File: config.mk
export PLATFORM = sky130hd
export DESIGN_NAME = sd_cache_lock_arbiter
export DESIGN_NICKNAME = d
export VERILOG_FILES = /design/src/rtl/sd_cache_lock_arbiter.sv
export SDC_FILE = /design/constraint.sdc
export NUM_CORES = 1
export LEC_CHECK = 0
export ABC_CLOCK_PERIOD_IN_PS = 4380
export CAP_MARGIN = 30
export CORE_ASPECT_RATIO = 0.7
export CORE_MARGIN = 2
export CORE_UTILIZATION = 29
export CTS_CLUSTER_SIZE = 16
export DETAILED_ROUTE_END_ITERATION = 10
export PLACE_DENSITY = 0.55
export SYNTH_ARGS = -nofsm -noshare
export SYNTH_HDL_FRONTEND = slang
export SYNTH_SLANG_ARGS = --single-unit
export TNS_END_PERCENT = 100
File: constraint.sdc
create_clock -name clk -period 4.38 [get_ports clk]
set_input_delay 0.876 -clock clk [delete_from_list [all_inputs] [get_ports clk]]
set_output_delay 0.876 -clock clk [all_outputs]
set_load 0.03 [all_outputs]
File: src/rtl/sd_cache_lock_arbiter.sv
// Cache lock arbiter: one requester owns the cache lock at a time.
// Round-robin grant, owner or timeout release, and one-cycle lock/unlock/error pulses.
module sd_cache_lock_arbiter #(
  parameter  int NUM_REQ = 4,
  parameter  int TMO_W   = 16,
  localparam int ID_W    = (NUM_REQ > 1) ? $clog2(NUM_REQ) : 1
) (
  input  logic               clk,
  input  logic               rst_n,
  input  logic [NUM_REQ-1:0] acq_req,
  input  logic [NUM_REQ-1:0] rel_req,
  input  logic [TMO_W-1:0]   tmo_cycles,
  output logic [NUM_REQ-1:0] grant,
  output logic [ID_W-1:0]    owner_id,
  output logic               lock_status,
  output logic               lock,
  output logic               unlock,
  output logic               tmo_err,
  output logic               bad_rel
);

  typedef enum logic [1:0] {IDLE, LOCKED, UNLOCK} state_t;

  state_t             state_q, state_d;
  logic [NUM_REQ-1:0] grant_q, grant_d;
  logic [ID_W-1:0]    owner_q, owner_d;
  logic               lock_status_q, lock_status_d;
  logic               lock_q, lock_d, unlock_q, unlock_d;
  logic               tmo_err_q, tmo_err_d, bad_rel_q, bad_rel_d;
  logic [TMO_W-1:0]   cnt_q, cnt_d;
  logic [ID_W-1:0]    win, idx;
  logic               found;

  // Round-robin search starting just after the last owner.
  always_comb begin
    win   = owner_q;
    idx   = '0;
    found = 1'b0;
    for (int i = 1; i <= NUM_REQ; i++) begin
      idx = ID_W'((int'(owner_q) + i) % NUM_REQ);
      if (!found && acq_req[idx]) begin
        win   = idx;
        found = 1'b1;
      end
    end
  end

  always_comb begin
    state_d       = state_q;
    grant_d       = grant_q;
    owner_d       = owner_q;
    lock_status_d = lock_status_q;
    cnt_d         = cnt_q;
    lock_d        = 1'b0;
    unlock_d      = 1'b0;
    tmo_err_d     = 1'b0;
    bad_rel_d     = 1'b0;
    case (state_q)
      IDLE: begin
        grant_d       = '0;
        lock_status_d = 1'b0;
        if (|acq_req) begin
          state_d       = LOCKED;
          grant_d       = '0;
          grant_d[win]  = 1'b1;
          owner_d       = win;
          lock_status_d = 1'b1;
          lock_d        = 1'b1;
          cnt_d         = '0;
        end
      end
      LOCKED: begin
        if (cnt_q != {TMO_W{1'b1}}) cnt_d = cnt_q + TMO_W'(1);
        bad_rel_d = |(rel_req & ~grant_q);
        // Owner release wins over a coincident timeout.
        if (|(rel_req & grant_q)) begin
          state_d       = UNLOCK;
          grant_d       = '0;
          lock_status_d = 1'b0;
          unlock_d      = 1'b1;
        end else if (tmo_cycles != '0 && cnt_q == tmo_cycles - TMO_W'(1)) begin
          state_d       = UNLOCK;
          grant_d       = '0;
          lock_status_d = 1'b0;
          unlock_d      = 1'b1;
          tmo_err_d     = 1'b1;
        end
      end
      UNLOCK: begin
        state_d = IDLE;
      end
      default: begin
        state_d       = IDLE;
        grant_d       = '0;
        lock_status_d = 1'b0;
      end
    endcase
  end

  always_ff @(posedge clk or negedge rst_n) begin
    if (!rst_n) begin
      state_q       <= IDLE;
      grant_q       <= '0;
      owner_q       <= ID_W'(NUM_REQ - 1);
      lock_status_q <= 1'b0;
      lock_q        <= 1'b0;
      unlock_q      <= 1'b0;
      tmo_err_q     <= 1'b0;
      bad_rel_q     <= 1'b0;
      cnt_q         <= '0;
    end else begin
      state_q       <= state_d;
      grant_q       <= grant_d;
      owner_q       <= owner_d;
      lock_status_q <= lock_status_d;
      lock_q        <= lock_d;
      unlock_q      <= unlock_d;
      tmo_err_q     <= tmo_err_d;
      bad_rel_q     <= bad_rel_d;
      cnt_q         <= cnt_d;
    end
  end

  assign grant       = grant_q;
  assign owner_id    = owner_q;
  assign lock_status = lock_status_q;
  assign lock        = lock_q;
  assign unlock      = unlock_q;
  assign tmo_err     = tmo_err_q;
  assign bad_rel     = bad_rel_q;

endmodule
**After elaboration in Yosys (flattened, before gate mapping)**

Cells that the tools add are included.

- Multiplexer cells: 39
- Reductions and logical operators: 18
- Equal/unequal tests: 7
- Order comparisons: 6
- Bitwise operators: 4
- Add/sub/neg operators: 6

Operators by type and width:

| kind | number |
|---|---|
| 16-bit 2-to-1 mux | 2 |
| 16-bit case mux with 2 select lines | 1 |
| 1-bit 2-to-1 mux | 18 |
| 16-bit by 1-bit adder with 16-bit output, second input constant | 1 |
| 16-bit equality test | 1 |
| 16-bit inequality test, second input constant | 1 |
| 16-bit nonzero test | 1 |
| 16-bit by 1-bit subtractor with 16-bit output, second input constant | 1 |
| 2-bit by 3-bit less-than comparator with 1-bit output, second input constant | 5 |
| 2-bit 2-to-1 mux | 7 |
| 4-bit 2-to-1 mux | 3 |
| 4-bit case mux with 3 select lines | 1 |
| 4-bit OR reduction | 3 |
| 4-bit bitwise AND | 2 |
| 1-bit binary-select mux with 2-bit select | 4 |
| 2-bit AND reduction | 3 |
| 1-bit logical AND | 5 |
| 2-bit by 1-bit adder with 2-bit output, second input constant | 2 |
| 2-bit adder, second input constant | 2 |
| 2-bit inequality test, second input constant | 2 |
| 4-bit inverter | 1 |
| 2-bit case mux with 2 select lines | 1 |
| 1-bit logical NOT | 3 |
| 3-bit inequality test, second input constant | 1 |
| 9 further kinds | 9 |

- Logic and storage cells: 89
- Register bits after elaboration: 29
- Input bits: 26
- Output and inout port bits: 11

**Longest topological paths before layout**

- Word-level depth: 19
- Gate-level depth with buffers: 9

**Worst setup path after synthesis**

OpenSTA, ideal clock, no wires.

- Path type: input -> register
- From: in tmo_cycles[0]
- To: reg lock_status_q, in the netlist lock_status
- Buffers on the path: 0
- Path slack: 1,679 ps
- Data arrival time: 2,581 ps
- Stages on the path: 9
- Path through: inv_1 > ha_1 > nor3b_1 > nand4_1 > mux2_2 > mux2i_1 > nor4_2 > nand4_2 > a31o_1

- Longest elaborated chain between the ends: 5
- Elaborated cells on any way between the ends: 6
- Those cells by class: add/sub: 1; eq/ne: 2; reduce/logical: 3

Ends and longest elaborated chain:

| element | RTL line | text |
|---|---|---|
| start, declared | 12 | `input logic [TMO_W-1:0] tmo_cycles,` |
| 16-bit by 1-bit subtractor with 16-bit output | 81 | `end else if (tmo_cycles != '0 && cnt_q == tmo_cycles - TMO_W'(1)) begin` |
| 16-bit equality test | 81 |  |
| 1-bit logical AND (*) | 81 |  |
| 3-bit inequality test (no line) (*) | -- |  |
| 2-bit AND reduction (no line) (*) | -- |  |
| end signal, assigned | 115 | `lock_status_q <= lock_status_d;` |
| end, declared | 27 | `logic lock_status_q, lock_status_d;` |

Mark *: on every way between the ends. The rest lies on a longest branch, timed or not.
A chain may end at the register's enable or synchronous reset.

**Worst setup path in the final report**

- From: in tmo_cycles[0]
- To: reg grant_q[3], in the netlist grant[3]

- Longest elaborated chain between the ends: 5
- Elaborated cells on any way between the ends: 6
- Those cells by class: add/sub: 1; eq/ne: 2; reduce/logical: 3

Ends and longest elaborated chain:

| element | RTL line | text |
|---|---|---|
| 16-bit by 1-bit subtractor with 16-bit output | 81 |  |
| 16-bit equality test | 81 |  |
| 1-bit logical AND (*) | 81 |  |
| 3-bit inequality test (no line) (*) | -- |  |
| 2-bit AND reduction (no line) (*) | -- |  |
| end signal, assigned | 113 | `grant_q <= grant_d;` |
| end, declared | 25 | `logic [NUM_REQ-1:0] grant_q, grant_d;` |

Marked as above.

==> flow_metrics.env <==
export IMPL_outcome="finished clean"
export IMPL_drive_gt1_share_pct=8.059
export IMPL_cts_root_buf="clkbuf_8"
export IMPL_start_util_pct=30.17
export IMPL_postCtsSetupBuffers=0
export IMPL_fp_coreArea_um2=6819
export IMPL_timing_hold_violations_final=0
export IMPL_cp_max_fo=9
export IMPL_tightest_slew_ns=0.6360
export IMPL_first_iter_violations=94
export IMPL_synthTopCellsByArea="dfrtp_1 (33%), xor2_1 (6.8%), xnor2_1 (6.4%), nor2_1 (5.3%), nand2_1 (2.9%)"
export IMPL_crit_arrival_ns=3.40
export IMPL_ant_nets=0
export IMPL_maxClockFrequency_mhz=310.5
export IMPL_rsz0062_at_grt="no"
export IMPL_dpl_cell_area_um2=2517
export IMPL_cts_tree="yes"
export IMPL_fin_ws_ns=1.160
export IMPL_yosysTopAreaCellShare_pct=32.85
export IMPL_finalSetupViolations=0
export IMPL_dpl_hpwl_mm=3.826
export IMPL_slew_viol_final=0
export IMPL_cellPowerDensity_nw_per_um2=429.5
export IMPL_clock_sinks=29
export IMPL_cts_buffer_depth=2
export IMPL_fin_tns_setup_ns=0
export IMPL_final_area_um2=2638
export IMPL_synth_edf_count=0
export IMPL_grt_max_degree=30
export IMPL_dp_cells=359
export IMPL_synth_compound_area_share_pct=17.34
export IMPL_wl_mm=5.023
export IMPL_gp_congestion=0.8414
export IMPL_htreeDepth=2
export IMPL_finalClockSkew_ns=0.01060
export IMPL_p_leak_nw=1.049
export IMPL_avgSynthCellArea_um2=8.790
export IMPL_slowest_delay_ns=0.50
export IMPL_die_y_um=74.47
export IMPL_muxShareOfSynthArea_pct=1.521
export IMPL_hp_class="flip-flop to flip-flop"
export IMPL_area_delta_synth_final_pct=28.22
export IMPL_path_delay_family="simple AND/OR/NAND/NOR gates"
export IMPL_crit_chain="clkdlybuf4s50_1 > inv_1 > ha_1 > nor3b_1 > nand4_1 > mux2_2 > mux2i_1 > nor4_2 > nand4_2 > a31o_1"
export IMPL_fin_crit_sh_pct=73.52
export IMPL_crit_slowest_cell="clkdlybuf4s50_1"
export IMPL_antenna_found_initial=0
export IMPL_place_ws_ns=0.8069
export IMPL_start_kind="input pin"
export IMPL_holdBufCountCts=0
export IMPL_synth_xor_xnor_area_share_pct=13.20
export IMPL_viasPerCell=4.738
export IMPL_hold_depth=2
export IMPL_synth_top_family_by_area="simple AND/OR/NAND/NOR gates"
export IMPL_fp_dieW_um=104.7
export IMPL_syn_inst=234
export IMPL_path_class="input pin to flip-flop"
export IMPL_yosysMostFrequentCell="nor2_1"
export IMPL_die_area_um2=7794
export IMPL_dr_pass1_iters=4
export IMPL_ys_ff_latch=29
export IMPL_cp_depth=10
export IMPL_post_drt_wl_per_cell_um=13.69
export IMPL_io_pins=37
export IMPL_fin_nets=300
export IMPL_nFillCells=727
export IMPL_drc_errors=0
export IMPL_ys_types=50
export IMPL_critPathBufInv=2
export IMPL_clock_latency_ns=0.28
export IMPL_ys_dominant_reg_cell="dfrtp_1"
export IMPL_grt_pass1_wl_mm=8.493
export IMPL_yosys_area_share_adder_pct=1.217
export IMPL_grt_pass1_vias=1714
export IMPL_required_ns=4.56
export IMPL_numPortBuffers=36
export IMPL_r2r_cells=8
export IMPL_syn_nets=262
export IMPL_grt_usage_pct=13.90
export IMPL_detailroute_via_count=1739
export IMPL_maxCapViolations=0
export IMPL_multiInputGateArea_um2=1247
export IMPL_post_cts_resized=0
export IMPL_numCtsBuffers=5
export IMPL_yosysSeqAreaShare_pct=35.40
export IMPL_seqCellArea_um2=728.2
export IMPL_yosys_warnings=0
export IMPL_clk_pin_slew_ns=0.07
export IMPL_synthSimpleGateAreaFrac_pct=27.37
export IMPL_irDropWorstVdd_v=0.0001393
export IMPL_fin_cells=367
export IMPL_yosysTopAreaCell="dfrtp_1"
export IMPL_async_flop_share_pct=100.0
export IMPL_grt_overflow=0
export IMPL_crit_path_end_kind="flip-flop"
export IMPL_diodes=0
export IMPL_fp_row_count=25
export IMPL_synthTopCellsByCount="nor2_1 (29), dfrtp_1 (27), nand2_1 (16), xor2_1 (16), xnor2_1 (15)"
export IMPL_slew_headroom_pct=57.60
export IMPL_fin_crit_ns=3.220
export IMPL_syn_area_um2=2057
[cell type report]
type	count	area share (%)
multi-input combinational	184	47.30
clock buffer	6	3.131
timing repair buffer	37	13.95
tap	94	4.459
sequential	29	27.61
inverter	15	2.135
clock inverter	2	1.423
[logic make-up (layout without fill, tap and decap cells)]
group,count (synthesis),after routing
AOI/OAI and AO/OA,48,48
buffers and inverters,21,60
and+or+nand+nor,100,100
muxes,3,3
DFF,29,29
adders and majority gates,2,2
xor gates and xnor gates,31,31
[final timing paths]
| path | to | slack, ns | startpoint |
|---|---|---|---|
| worst max-delay path | grant[3] | 1.16 | tmo_cycles[0] |
| worst min-delay path | owner_id[0] | 0.52 | owner_id[0] |
| worst max register to register | cnt_q[8] | 1.84 | cnt_q[0] |
| worst min register to register | owner_id[0] | 0.52 | owner_id[0] |
| max in group asynchronous | owner_id[0] | 3.08 | rst_n |
| min in group asynchronous | grant[2] | 0.98 | rst_n |
[through the flow]
step                hold WS, ns  power [mW]  utilization [%]
finish                   0.5152       1.133            38.68
global route             0.5733       1.214            38.68
CTS                      0.5215       1.149            38.68
detailed placement       0.5033      0.8477            36.92
global placement         0.5029      0.8451            36.92
floorplan                0.5367      0.6780                -
[worst reg2reg max path: cells and delay by family, from the launching register on]
kind                       cells  cell delay, ns
and+or+nand+nor                5            1.19
AOI/OAI and AO/OA              2            0.55
DFF                            1            0.46
adders and majority gates      1            0.25
[metal layers]
layer	up-vias	track usage (%)	routed length (µm)
met1	793	20.93	2751
met5	-	0	0
met2	33	19.83	1975
met4	0	2.667	29
li1	908	-	-
met3	5	3.944	267
[placed cells by master, fill, tap and decap left out, types with 2 or more instances in the layout]
cell type        Yosys  layout
clkdlybuf4s50_1      0      36
nor2_1              29      29
dfrtp_1             27      27
xor2_1              16      16
nand2_1             16      16
xnor2_1             15      15
inv_1               14      14
o21ai_0             11      11
nand3_1              9       9
nand2b_1             7       7
a21oi_1              7       7
nand4_1              6       6
clkbuf_8             0       6
and2_1               5       5
a31o_1               5       5
a22o_1               4       4
nor2b_1              4       4
and3_1               4       4
nor4_1               3       3
a221oi_1             3       3
a211oi_1             3       3
nor3_1               3       3
and4_1               3       3
a21o_1               3       3
o22ai_1              2       2
nor4_4               2       2
a31o_2               2       2
mux2i_1              2       2
ha_1                 2       2
dfstp_2              2       2
[report_power, final]
group | leakage (nW) | internal (mW) | switching, mW | total, mW
sequential | 0.383 | 0.331 | 0.0682 | 0.400
clock | 0.0574 | 0.185 | 0.109 | 0.294
combinational | 0.609 | 0.186 | 0.253 | 0.439
total | 1.05 | 0.702 | 0.430 | 1.13
[state kept, by name (all words and copies together), names as in the netlist]
| signal | flops |
|---|---|
| unlock | 1 |
| lock_status | 1 |
| bad_rel | 1 |
| state_q | 2 |
| grant | 4 |
| cnt_q | 16 |
| tmo_err | 1 |
| lock | 1 |
| owner_id | 2 |
(Power assumes the default switching activity.)
